==> config.mk <==
export PLATFORM = sky130hd
export DESIGN_NAME = wb_master_bridge
export DESIGN_NICKNAME = d
export VERILOG_FILES = /design/src/rtl/wb_pkg.sv /design/src/rtl/wb_timeout_ctr.sv /design/src/rtl/wb_master_bridge.sv
export SDC_FILE = /design/constraint.sdc
export NUM_CORES = 1
export LEC_CHECK = 0
export ABC_CLOCK_PERIOD_IN_PS = 1700
export BUFFER_PORTS_ARGS = -buffer_cell sky130_fd_sc_hd__buf_2
export CAP_MARGIN = 20
export CORE_UTILIZATION = 43
export CTS_BUF_LIST = sky130_fd_sc_hd__clkbuf_2
export DETAILED_ROUTE_END_ITERATION = 12
export GPL_TIMING_DRIVEN = 0
export PLACE_DENSITY_LB_ADDON = 0.15
export SYNTH_ARGS = -nofsm -noshare
export SYNTH_HDL_FRONTEND = slang
export SYNTH_HIERARCHICAL = 1
export SYNTH_SLANG_ARGS = --single-unit
==> constraint.sdc <==
create_clock -name clk -period 1.7 [get_ports clk]
set_input_delay 0.34 -clock clk [delete_from_list [all_inputs] [get_ports clk]]
set_output_delay 0.34 -clock clk [all_outputs]
set_load 0.02 [all_outputs]
==> src/rtl/wb_pkg.sv <==
// Shared definitions for the Wishbone master bridge: default bus widths and the
// bridge FSM state encoding.
package wb_pkg;

    localparam int unsigned WB_AW = 32;
    localparam int unsigned WB_DW = 32;

    localparam logic [1:0] ST_IDLE = 2'd0;
    localparam logic [1:0] ST_BUS  = 2'd1;
    localparam logic [1:0] ST_RESP = 2'd2;

    typedef enum logic [1:0] {
        StIdle = ST_IDLE,
        StBus  = ST_BUS,
        StResp = ST_RESP
    } state_e;

endpackage

==> src/rtl/wb_timeout_ctr.sv <==
// Counts cycles spent waiting for ACK; flags the last permitted cycle before
// the bridge gives up on the responder.
module wb_timeout_ctr #(
    parameter int unsigned TIMEOUT = 255
) (
    input  logic clk,
    input  logic rst,
    input  logic i_clear,
    input  logic i_enable,
    output logic o_expired
);

    localparam int unsigned   CW   = $clog2(TIMEOUT + 1);
    localparam logic [CW-1:0] LAST = CW'(TIMEOUT - 1);
    localparam logic [CW-1:0] MAX  = CW'(TIMEOUT);

    logic [CW-1:0] r_count;

    // Saturates at TIMEOUT so a stuck enable can never wrap back into range.
    always_ff @(posedge clk) begin
        if (rst || i_clear) begin
            r_count <= '0;
        end else if (i_enable && (r_count != MAX)) begin
            r_count <= r_count + 1'b1;
        end
    end

    assign o_expired = (r_count == LAST);

endmodule

==> src/rtl/wb_master_bridge.sv <==
// Wishbone classic initiator: one registered load/store per bus cycle, ended by
// ACK or timeout, answered with a single-cycle response strobe.
module wb_master_bridge
    import wb_pkg::*;
#(
    parameter int unsigned AW      = WB_AW,
    parameter int unsigned DW      = WB_DW,
    parameter int unsigned TIMEOUT = 255
) (
    input  logic            clk,
    input  logic            rst,
    input  logic            req_valid,
    output logic            req_ready,
    input  logic            req_we,
    input  logic [AW-1:0]   req_addr,
    input  logic [DW-1:0]   req_wdata,
    input  logic [DW/8-1:0] req_sel,
    output logic            rsp_valid,
    output logic [DW-1:0]   rsp_rdata,
    output logic            rsp_err,
    output logic            o_wb_cyc,
    output logic            o_wb_stb,
    output logic            o_wb_we,
    output logic [AW-1:0]   o_wb_adr,
    output logic [DW-1:0]   o_wb_dat,
    output logic [DW/8-1:0] o_wb_sel,
    input  logic [DW-1:0]   i_wb_rdt,
    input  logic            i_wb_ack
);

    state_e r_state;
    state_e w_state_next;

    logic            r_we;
    logic [AW-1:0]   r_adr;
    logic [DW-1:0]   r_dat;
    logic [DW/8-1:0] r_sel;
    logic [DW-1:0]   r_rsp_rdata;
    logic            r_rsp_err;

    logic w_accept;
    logic w_in_bus;
    logic w_expired;
    logic w_bus_done;

    assign w_in_bus   = (r_state == StBus);
    assign w_bus_done = w_in_bus && (i_wb_ack || w_expired);

    always_ff @(posedge clk) begin
        if (rst) begin
            r_state <= StIdle;
        end else begin
            r_state <= w_state_next;
        end
    end

    always_comb begin
        w_state_next = r_state;
        w_accept     = 1'b0;
        req_ready    = 1'b0;
        rsp_valid    = 1'b0;
        o_wb_cyc     = 1'b0;
        o_wb_stb     = 1'b0;
        unique case (r_state)
            StIdle: begin
                req_ready = 1'b1;
                if (req_valid) begin
                    w_accept     = 1'b1;
                    w_state_next = StBus;
                end
            end
            StBus: begin
                o_wb_cyc = 1'b1;
                o_wb_stb = 1'b1;
                if (i_wb_ack || w_expired) begin
                    w_state_next = StResp;
                end
            end
            StResp: begin
                rsp_valid    = 1'b1;
                w_state_next = StIdle;
            end
            default: w_state_next = StIdle;
        endcase
    end

    // ACK takes priority over a coincident timeout; writes never return data.
    always_ff @(posedge clk) begin
        if (rst) begin
            r_we        <= 1'b0;
            r_adr       <= '0;
            r_dat       <= '0;
            r_sel       <= '0;
            r_rsp_rdata <= '0;
            r_rsp_err   <= 1'b0;
        end else begin
            if (w_accept) begin
                r_we  <= req_we;
                r_adr <= req_addr;
                r_dat <= req_wdata;
                r_sel <= req_sel;
            end
            if (w_bus_done) begin
                r_rsp_rdata <= (i_wb_ack && !r_we) ? i_wb_rdt : '0;
                r_rsp_err   <= !i_wb_ack;
            end
        end
    end

    wb_timeout_ctr #(
        .TIMEOUT (TIMEOUT)
    ) u_timeout_ctr (
        .clk       (clk),
        .rst       (rst),
        .i_clear   (w_accept),
        .i_enable  (w_in_bus),
        .o_expired (w_expired)
    );

    assign o_wb_we   = r_we;
    assign o_wb_adr  = r_adr;
    assign o_wb_dat  = r_dat;
    assign o_wb_sel  = r_sel;
    assign rsp_rdata = r_rsp_rdata;
    assign rsp_err   = r_rsp_err;

endmodule
# Word-level counts from Yosys, hierarchy flattened
# Cells that the tools add are included.
# W data, S select, Z words.
[totals]
in_bits = 105
regBits = 112
out_inout_bits = 106
[classes]
addsub = 1
reduce_logical = 9
eq_ne = 6
muxes = 9
[op_table]
columns = ["operator", "count"]
rows = [
  ["$mux W32", 1],
  ["$add A8 B1 Y8 const B", 1],
  ["$eq A8 B8 Y1 const B", 1],
  ["$ne A8 B8 Y1 const B", 1],
  ["$mux W1", 5],
  ["$mux W2", 2],
  ["$ne A2 B2 Y1 const B", 2],
  ["$pmux W2 S2", 1],
  ["$logic_and A1 B1 Y1", 3],
  ["$eq A2 B1 Y1 const B", 1],
  ["$eq A2 B2 Y1 const B", 1],
  ["$logic_not A1 Y1", 2],
  ["$logic_not A2 Y1", 1],
  ["$logic_or A1 B1 Y1", 2],
  ["$reduce_and A2 Y1", 1],
]

# Depth between registers and ports, before layout
# Gate-level depths: netlist of the first run.
[logic_depth]
word_depth = 4
mapped_depth = 9
ltp_nobuf = 7

# Hierarchy
# Netlist of the first run, hierarchy kept.
[by_module_without_submodules]
columns = ["mod", "area_each_um2", "n_inst", "cells_per_inst", "seq_area_each_um2"]
rows = [
  ["wb_master_bridge", 3902.5, 1, 462, 2082.0],
  ["wb_timeout_ctr", 449.2, 1, 50, 160.2],
]

# Least setup slack after synthesis of the first run
# OpenSTA, ideal clock, no wires.
[synth_path]
path_type = "reg2reg"
startpoint = "register r_state[0]"
endpoint = "register u_timeout_ctr.r_count[5]"
path_slack_ns = -0.291
path_stages_with_launch = 7
setup_time_ns = 0.072
arrival_time_ns = 1.919
required_ns = 1.628
path_cell_list = "dfxtp_1 > nor2b_1 > buf_2 > buf_1 > nand3_2 > a2111oi_4 > mux2i_1"
[synth_via]
elab_chain_len = 3
elab_cells_between_ends = 5
cone_classes = "eq/ne: 1; mux: 1; reduce/logical: 3"
[synth_rtl]
columns = ["element", "line", "rtl"]
rows = [
  ["start: declaration", "wb_master_bridge.sv:31", "state_e r_state;"],
  ["start signal: assignment", "wb_master_bridge.sv:51", "r_state <= StIdle;"],
  ["start signal: assignment", "wb_master_bridge.sv:53", "r_state <= w_state_next;"],
  ["$logic_not A2 Y1", "wb_master_bridge.sv:64", "unique case (r_state)"],
  ["$mux W1", "wb_master_bridge.sv:64", ""],
  ["$logic_or A1 B1 Y1", "wb_timeout_ctr.sv:21", "if (rst || i_clear) begin"],
  ["end signal: assignment", "wb_timeout_ctr.sv:24", "r_count <= r_count + 1'b1;"],
  ["end: declaration", "wb_timeout_ctr.sv:17", "logic [CW-1:0] r_count;"],
]
# Parallel ways exist; a longest one is shown, timed or not.
# A chain may end at the register's enable or synchronous reset.

# Worst setup path in the final report of the first run
[layout_path]
startpoint = "register r_state[1]"
endpoint = "output o_wb_stb"
[layout_via]
elab_chain_len = 2
[layout_rtl]
columns = ["element", "line", "rtl"]
rows = [
  ["$eq A2 B1 Y1", "wb_master_bridge.sv:64", ""],
  ["$mux W1", "wb_master_bridge.sv:64", ""],
  ["end: declaration", "wb_master_bridge.sv:22", "output logic o_wb_stb,"],
]
# No other way between the ends.

==> summary.txt, run 1 <==
Die
  • Die height: 102.6 um
  • Row Count: 36
  • Core box area: 9774 um2
  • Full die area: 10530 um2
  • Die W: 102.6 um
  • Ports: 211
  • Initial Util: 0.4452

Worst setup path
  • Max stage delay on crit path: 0.42 ns
  • Reg2reg setup slack: 0.06 ns
  • CP startpoint kind: flip-flop
  • WP buf/inv: 3
  • Crit Path Class: reg2out
  • Worst path most repeated cell: buf_6
  • Slowest cell on crit path: dfxtp_2
  • CP max FO: 4
  • Cell Chain, Critical Path: nor2b_4 > buf_12 > buf_6 > buf_6
  • Worst EP arrival: 1.46 ns
  • Worst Path Required: 1.36 ns
  • Worst Setup End Kind: output pin
  • Crit-path leading delay family: flip-flops

Cells and area
  • Filler instances: 768
  • Area of the multi-input gates: 1904 um2
  • Diode count: 0
  • Area growth from synthesis to layout: 58.25%
  • FF+latch area: 2256 um2
  • Design area: 6887 um2
  • Core Util, Final: 0.7046
  • Final #Nets: 948
  • Fraction of layout cells with a size suffix above 1: 0.3546

Clock network
  • Clock slew at reported path FFs: 0.30 ns
  • Clock buffer count from CTS: 9
  • Skew-Pair Late Insertion Delay: 0.58 ns
  • Maximum clock insertion buffer count: 2
  • Clk sinks: 112
  • CTS tree: done
  • CTS root buffer: clkbuf_2
  • H-tree depth: 3

Placement
  • Placement Cell Area: 5570 um2
  • RePlAce Congestion: 0.7651
  • PortBufs: 210
  • Dpl ws: -0.2852 ns
  • Dpl hpwl: 8.751 mm

GRT
  • First-pass GRT wire length: 21.16 mm
  • GRT Total Usage: 0.2576
  • Antenna violations before repair: 0
  • Pin count of the biggest net entering global routing: 17
  • Number of global-route vias before repair: 4617
  • Total gr overflow: 0

Timing
  • Max-slew headroom: 0.5347
  • Max Clock Freq: 556.9 MHz
  • Max Transition Viols Final: 0
  • Worst hold slack: 0.1836 ns
  • RSZ-0062 raised after global routing: yes
  • Post-route setup slack: -0.09556 ns
  • Fin. Hold Viols: 0
  • Post-route minimum period: 1.796 ns
  • Final setup fails: 2
  • Final Skew: 0.04239 ns
  • Final period util: 1.056
  • Worst-Margin Slew: 0.6979 ns

Power
  • Sequential power share: 0.564
  • Worst vdd ir: 0.0005138 V
  • Switching power: 0.001514 W
  • Internal power: 0.003487 W
  • PwrDens: 726.2 nW/um2
  • Clock network power share: 0.205
  • Sw Share: 0.3028
  • Leak: 3.084 nW
  • Power share of the combinational group: 0.231

Synth
  • Seq/Total Area, Yosys: 0.5152
  • Syn Inst Count: 512
  • Share of synthesized registers carrying an async set or reset: 0
  • Yosys reg bits: 112
  • Syn Nets: 619
  • EDFF count, synth: 0
  • Synth warn: 6
  • Main synth FF type: dfxtp_1
  • Avg Cell Area, Syn: 8.499 um2
  • Post-Syn Area: 4352 um2
  • Netlist cell types: 39

Min path
  • Hold Crit Class: in2reg

Detailed routing
  • Vias/cell: 4.980
  • DRT Pass-1 Iters: 6
  • DR iter-0 viols: 131
  • DRT Wirelength: 13.98 mm
  • Antenna Nets Post-Route: 0
  • Wire per inst: 14.28 um
  • Vias: 4875
  • Residual DRC: 0

Job
  • Max cap viols: 0

Run status
  • Status: finished with violations
  • Failing checks: negative setup slack
==> timing repair <==
action | in CTS | in global routing
resized for setup | 20 | 55
hold endpoints to repair | 102 | 0
endpoints found under the setup margin | 38 | 67
hold buffers | 102 | 0
pin swaps | 1 | 0
setup buffers | 5 | 1
gates cloned | 0 | 2
==> synthesized netlist by cell type (5+ instances only) <==
| cell type | count | area, um2 |
|---|---|---|
| buf_6 | 9 | 101.4 |
| buf_1 | 5 | 18.77 |
| nand4_1 | 33 | 206.5 |
| dfxtp_1 | 112 | 2242 |
| clkbuf_1 | 21 | 78.83 |
| nand2_2 | 10 | 62.56 |
| nand2_1 | 133 | 499.2 |
| o21ai_1 | 6 | 30.03 |
| o21ai_0 | 28 | 140.1 |
| a21oi_2 | 10 | 87.58 |
| nand2b_1 | 32 | 200.2 |
| a21oi_1 | 63 | 315.3 |
| nor2_1 | 6 | 22.52 |
==> sequential cells by signal, indices dropped and copies added (netlist names) <==
signal                 cells
o_wb_sel                   4
o_wb_we                    1
rsp_err                    1
u_timeout_ctr/r_count      8
r_state                    2
rsp_rdata                 32
o_wb_dat                  32
o_wb_adr                  32
==> tightest hold or removal path, cell delays in order <==
cell and delay, ns:
buf_2 0.23, nor2_4 0.07, nand2_1 0.06, mux2i_1 0.07
==> cell usage in the layout (no fill, tap or decap), types with 2 or more instances in the layout <==
master and instances:
a211oi_1 3, a21oi_1 63, a21oi_2 10, a31oi_1 2, buf_1 4, buf_12 3
buf_2 210, buf_4 6, buf_6 11, clkbuf_1 11, clkbuf_2 19, clkinv_1 3
dfxtp_1 105, dfxtp_2 5, dfxtp_4 2, dlygate4sd3_1 102, ha_1 2, inv_1 3
mux2i_1 3, nand2_1 133, nand2_2 10, nand2b_1 32, nand3_1 4, nand4_1 33
nor2_1 3, nor2_2 2, nor2b_4 2, o21ai_0 14, o21ai_1 19, or2_4 2
or3_1 2
==> path summary, 6_finish.rpt <==
check / start / end / depth (start not counted)
setup / recovery: r_state[1]$_SDFFE_PP0P_ / o_wb_stb / 4
hold / removal: rst / u_timeout_ctr/r_count[1]$_SDFFE_PP0P_ / 4
setup reg to reg: r_state[1]$_SDFFE_PP0P_ / u_timeout_ctr/r_count[5]$_SDFFE_PP0P_ / 6
hold reg to reg: o_wb_adr[11]$_SDFFE_PP0P_ / o_wb_adr[11]$_SDFFE_PP0P_ / 2
==> kinds of logic after synthesis <==
logic type,count (synthesis),share of synthesized area
AO/OA/AOI/OAI,116,0.1518
adder cells (fa/ha/maj),2,0.005750
buffers and inverters,45,0.06009
flip-flops,112,0.5152
multiplexers,3,0.006901
AND/OR/NAND/NOR,234,0.2602
==> layer usage <==
layer	track usage	share of wire	vias to the layer above	wire, um
li1	-	-	2387	-
met1	0.2821	0.40	2279	5659
met2	0.4692	0.51	177	7086
met3	0.05627	0.060	32	840
met4	0.1253	0.028	0	390
met5	0	0	-	0
==> power groups by stage <==
stage | clock, W | sequential [W] | combinational, W
after floorplan | 0 | 0.00301 | 0.000380
after global placement | 0 | 0.00286 | 0.000869
after detailed placement | 0 | 0.00287 | 0.000881
after CTS | 0.00105 | 0.00282 | 0.00110
after global routing | 0.00115 | 0.00284 | 0.00125
final | 0.00103 | 0.00282 | 0.00116
==> layout make-up <==
class / count / share of cell area
plain buffers: 39 / 0.04124
clock inverters: 5 / 0.003452
repair buffers: 319 / 0.3138
flip-flops and latches: 112 / 0.3276
inverters: 4 / 0.003997
repair inverters: 1 / 0.001272
well taps: 133 / 0.02416
clock buffers: 11 / 0.007994
multi-input cells: 355 / 0.2765
==> metrics by stage <==
stage	total power (W)	TNS [ns]	instances
3_3_place_gp	0.003730	-4.591	855
5_1_grt	0.005243	-0.7222	979
4_1_cts	0.004967	-0.5284	977
2_1_floorplan	0.003392	0	512
6_report	0.005001	-0.1615	979
3_5_place_dp	0.003748	-5.403	855
No activity file was read; power rests on OpenSTA's default activity.
==> run 2: changes to the inputs <==
ABC_CLOCK_PERIOD_IN_PS = 1940   (was 1700)
CORE_UTILIZATION = 48   (was 43)
clock period = 1.94 ns   (was 1.7 ns; I/O delays follow)
==> summary.txt, run 2 (synthesized netlist as in run 1, its figures left out) <==
Timing
  • Max Clock Freq: 549.7 MHz
  • Final setup fails: 0
  • RSZ-0062 raised after global routing: yes
  • Fin. Hold Viols: 0
  • Post-route minimum period: 1.819 ns
  • Max-slew headroom: 0.5332
  • Worst-Margin Slew: 0.7002 ns
  • Max Transition Viols Final: 0
  • Final period util: 0.9378
  • Final Skew: 0.03898 ns

GRT
  • Total gr overflow: 0
  • Number of global-route vias before repair: 4658
  • Pin count of the biggest net entering global routing: 19
  • GRT Total Usage: 0.2805
  • Antenna violations before repair: 0
  • First-pass GRT wire length: 21.58 mm

Worst setup path
  • WP buf/inv: 3
  • Crit-path leading delay family: buffers and inverters
  • Worst path most repeated cell: buf_4
  • Worst Setup End Kind: output pin
  • CP startpoint kind: flip-flop
  • Max stage delay on crit path: 0.38 ns
  • Worst EP arrival: 1.43 ns
  • Worst Path Required: 1.55 ns
  • Cell Chain, Critical Path: buf_4 > buf_6 > nor2_1 > buf_4
  • Slowest cell on crit path: dfxtp_2
  • CP max FO: 3
  • Crit Path Class: reg2out

Placement
  • Dpl hpwl: 8.541 mm
  • PortBufs: 210
  • RePlAce Congestion: 0.8059
  • Placed instance count: 830

Die
  • Core box area: 8763 um2
  • Full die area: 9451 um2
  • Initial Util: 0.4966
  • Die height: 97.22 um
  • Ports: 211
  • Row Count: 34
  • Die W: 97.22 um

Cells and area
  • Most frequent cells in the layout: buf_2 (208), nand2_1 (133), dfxtp_1 (106), dlygate4sd3_1 (96), a21oi_1 (63)
  • Commonest non-fill, non-tap cell in the layout: buf_2
  • Post-Layout Cell Count: 943
  • Fraction of layout cells with a size suffix above 1: 0.3389
  • Core Util, Final: 0.7631
  • Area growth from synthesis to layout: 53.68%
  • Final #Nets: 938
  • Diode count: 0

Detailed routing
  • Wire per inst: 14.93 um
  • Vias/cell: 5.143
  • Vias: 4850
  • Residual DRC: 0
  • DRT Pass-1 Iters: 5
  • Antenna Nets Post-Route: 0
  • DR iter-0 viols: 196
  • DRT Wirelength: 14.08 mm

Power
  • Total power: 0.004515 W
  • Leak: 3.003 nW
  • PwrDens: 675.1 nW/um2
  • Worst vdd ir: 0.0004277 V

Clock network
  • Skew-Pair Late Insertion Delay: 0.59 ns
  • CTS root buffer: clkbuf_2
  • H-tree depth: 3
  • Maximum clock insertion buffer count: 2
  • Clock buffer count from CTS: 9
  • Clock slew at reported path FFs: 0.26 ns
  • Clk sinks: 112
  • CTS tree: done

Min path
  • Hold Crit Class: in2reg

Job
  • Max cap viols: 0

Run status
  • Status: completed
[run 2: changes by cell type in the layout (fill, tap and decap cells not counted), moves of 3 or more]
cell,previous run,this run
o21ai_0,14,28
o21ai_1,19,6
dlygate4sd3_1,102,96
clkbuf_1,11,16
clkbuf_2,19,15
clkinv_1,3,0
nor2_1,3,6
[run 2: path summary, 6_finish.rpt]
| check | endpoint | cells after the start | start | slack [ns] |
|---|---|---|---|---|
| max reg2reg | u_timeout_ctr/r_count[1]$_SDFFE_PP0P_ | 9 | r_state[0]$_SDFFE_PP0P_ | 0.18 |
| min reg2reg | o_wb_dat[26]$_SDFFE_PP0P_ | 2 | o_wb_dat[26]$_SDFFE_PP0P_ | 0.47 |
| max | req_ready | 4 | r_state[0]$_SDFFE_PP0P_ | 0.12 |
| min | rsp_rdata[21]$_SDFFE_PP0P_ | 3 | i_wb_rdt[21] | 0.03 |
[run 2: what timing repair did]
action / in CTS / in global routing
hold buffers: 66 / 30
gates cloned: 0 / 0
resized for setup: 10 / 16
setup endpoints to repair: 12 / 32
buffers inserted: 3 / 1
endpoints found under the hold margin: 66 / 30
[run 2: stage by stage]
step / setup TNS, ns / hold WS [ns] / setup slack, ns / cell area [um2]
global placement: 0 / 0.4399 / 0.003939 / 5539
finish: 0 / 0.03025 / 0.1207 / 6688
floorplan: 0 / 0.4792 / 0.2554 / 4353
detailed placement: -0.3212 / 0.4451 / -0.04323 / 5539
CTS: -0.01195 / 0.00007599 / -0.01195 / 6365
global route: -0.02283 / -0.00002087 / -0.01189 / 6688
[run 2: worst reg2reg max path: stages, from the launching register on]
cell and delay (ns):
dfxtp_2 0.38, buf_4 0.13, buf_6 0.11, or3b_1 0.39, buf_6 0.16, clkinv_4 0.10
buf_6 0.16, nor2_1 0.10, nand2_1 0.08, mux2i_1 0.06
[run 2: area by class of cell]
class	count	area, um2
clock inverter	6	67.56
tap	108	135.1
inverter	4	20.02
multi-input combinational	355	1856
buffer	39	257.7
clock buffer	9	45.04
fill	624	2076
sequential	112	2250
timing repair buffer	310	2057
[run 2: power by group]
group          total (W)  switching, W  internal, W  leakage, nW
combinational   0.000969      0.000531     0.000438         2.02
sequential       0.00248     0.0000571      0.00242        0.917
clock            0.00107      0.000773     0.000297       0.0648
[run 2: layer usage]
layer,vias up,GRT usage,wire length [um]
met5,-,0,0
met4,0,0.1301,532
met3,50,0.07410,938
met2,201,0.4957,7060
met1,2235,0.3145,5549
li1,2364,-,-
==> run 3: changes to the inputs <==
CORE_MARGIN = 2   (was unset)
==> summary.txt, run 3 (synthesized netlist as in run 1, its figures left out) <==
Worst setup path
  • Reg2reg setup slack: 0.15 ns
  • WP buf/inv: 3
  • Cell Chain, Critical Path: nor2b_2 > buf_12 > buf_6 > buf_6
  • Worst path most repeated cell: buf_6
  • CP startpoint kind: flip-flop
  • Slowest cell on crit path: dfxtp_2
  • Worst Setup End Kind: output pin
  • Worst Path Required: 1.55 ns
  • Max stage delay on crit path: 0.38 ns
  • Crit Path Class: reg2out
  • Crit-path leading delay family: flip-flops
  • CP max FO: 4
  • Worst EP arrival: 1.48 ns

Die
  • Initial Util: 0.4966
  • Core box area: 8763 um2
  • Row Count: 34
  • Ports: 211
  • Die height: 99.22 um
  • Full die area: 9844 um2
  • Die W: 99.22 um

Clock network
  • Clock buffer count from CTS: 9
  • Clk sinks: 112
  • Maximum clock insertion buffer count: 2
  • H-tree depth: 3
  • CTS root buffer: clkbuf_2
  • Skew-Pair Late Insertion Delay: 0.59 ns
  • CTS tree: done
  • Clock slew at reported path FFs: 0.25 ns

Detailed routing
  • Vias: 4891
  • Vias/cell: 5.192
  • DR iter-0 viols: 128
  • DRT Wirelength: 14.49 mm
  • DRT Pass-1 Iters: 4
  • Antenna Nets Post-Route: 0
  • Wire per inst: 15.38 um
  • Residual DRC: 0

Power
  • Clock network power share: 0.237
  • Leak: 3.001 nW
  • Sw Share: 0.3012
  • Internal power: 0.003151 W
  • Sequential power share: 0.549
  • PwrDens: 676.0 nW/um2
  • Power share of the combinational group: 0.214
  • Switching power: 0.001359 W
  • Worst vdd ir: 0.0005540 V

GRT
  • GRT Total Usage: 0.2854
  • Total gr overflow: 0
  • Antenna violations before repair: 0
  • First-pass GRT wire length: 22.65 mm
  • Pin count of the biggest net entering global routing: 19
  • Number of global-route vias before repair: 4860

Timing
  • Worst-Margin Slew: 0.7324 ns
  • Max Transition Viols Final: 0
  • Post-route setup slack: 0.07137 ns
  • Final period util: 0.9632
  • Setup TNS: 0 ns
  • Final setup fails: 0
  • Fin. Hold Viols: 0
  • Final Skew: 0.03247 ns
  • Max-slew headroom: 0.5117
  • Max Clock Freq: 535.2 MHz
  • RSZ-0062 raised after global routing: yes
  • Post-route minimum period: 1.869 ns

Placement
  • Dpl ws: -0.06655 ns
  • Dpl hpwl: 8.875 mm
  • RePlAce Congestion: 0.8493
  • PortBufs: 210

Cells and area
  • Final #Nets: 937
  • Area growth from synthesis to layout: 53.31%
  • Most frequent cells in the layout: buf_2 (208), nand2_1 (133), dfxtp_1 (105), dlygate4sd3_1 (94), a21oi_1 (63)
  • Commonest non-fill, non-tap cell in the layout: buf_2
  • Fraction of layout cells with a size suffix above 1: 0.3429
  • Diode count: 0

Min path
  • Hold Crit Class: in2reg

Run status
  • Status: completed

Job
  • Max cap viols: 0
## run 3: cell types whose count changed in the layout (fill, tap and decap cells not counted), sizes merged
| cell | delta |
|---|---|
| dlygate4sd3 | -2 |
| buf | +1 |
| clkinv | +2 |
| inv | -1 |
| clkinvlp | -1 |
## run 3: area by class of cell
cell class	count	area [um2]
Multi-Input combinational cell	355	1853
Sequential cell	112	2251
Clock inverter	6	68.82
Clock buffer	9	45.04
Inverter	4	20.02
Timing Repair Buffer	309	2041
Tap cell	108	135.1
Buffer	39	257.7
Fill cell	641	2092
## run 3: layer usage
layer | routed length (um) | global-route usage
met5 | 0 | 0
met4 | 683 | 0.1602
met1 | 5400 | 0.2972
met3 | 1062 | 0.06957
met2 | 7339 | 0.5218
## run 3: power groups by stage
stage	Clock, W	Sequential [W]	Combinational [W]
after floorplan	0	0.00264	0.000333
after global placement	0	0.00251	0.000755
after detailed placement	0	0.00251	0.000767
after CTS	0.00109	0.00247	0.000928
after global routing	0.00119	0.00249	0.00104
final	0.00107	0.00248	0.000966
## run 3: metrics by stage
step	util	total power, W	hold slack (ns)	cell area (um2)	instances
finish	0.7613	0.004510	0.05567	6671	942
global route	0.7613	0.004715	0.008387	6671	942
CTS	0.7527	0.004492	0.001622	6596	937
detailed placement	0.6321	0.003280	0.4432	5539	830
global placement	0.6321	0.003262	0.4392	5539	830
floorplan	-	0.002973	0.4792	4353	512
## run 3: path summary, 6_finish.rpt
path,from,endpoint,depth (start not counted)
worst max-delay path,r_state[0]$_SDFFE_PP0P_,o_wb_stb,4
worst min-delay path,i_wb_rdt[22],rsp_rdata[22]$_SDFFE_PP0P_,3
worst max register to register,r_state[0]$_SDFFE_PP0P_,u_timeout_ctr/r_count[0]$_SDFFE_PP0P_,9
worst min register to register,o_wb_dat[25]$_SDFFE_PP0P_,o_wb_dat[25]$_SDFFE_PP0P_,2
## run 3: worst min-delay path: cells and delay by family
family	cells	cell delay, ns
buffers and inverters	1	0.08
AOI/OAI and AO/OA	1	0.07
and+or+nand+nor	1	0.06
## run 3: repair_timing
item                       CTS  global route
gates resized for setup     12            13
gates cloned                 0             0
setup endpoints to repair   12            32
buffers inserted             4             1
hold buffers                88             6
hold endpoints to repair    88             6
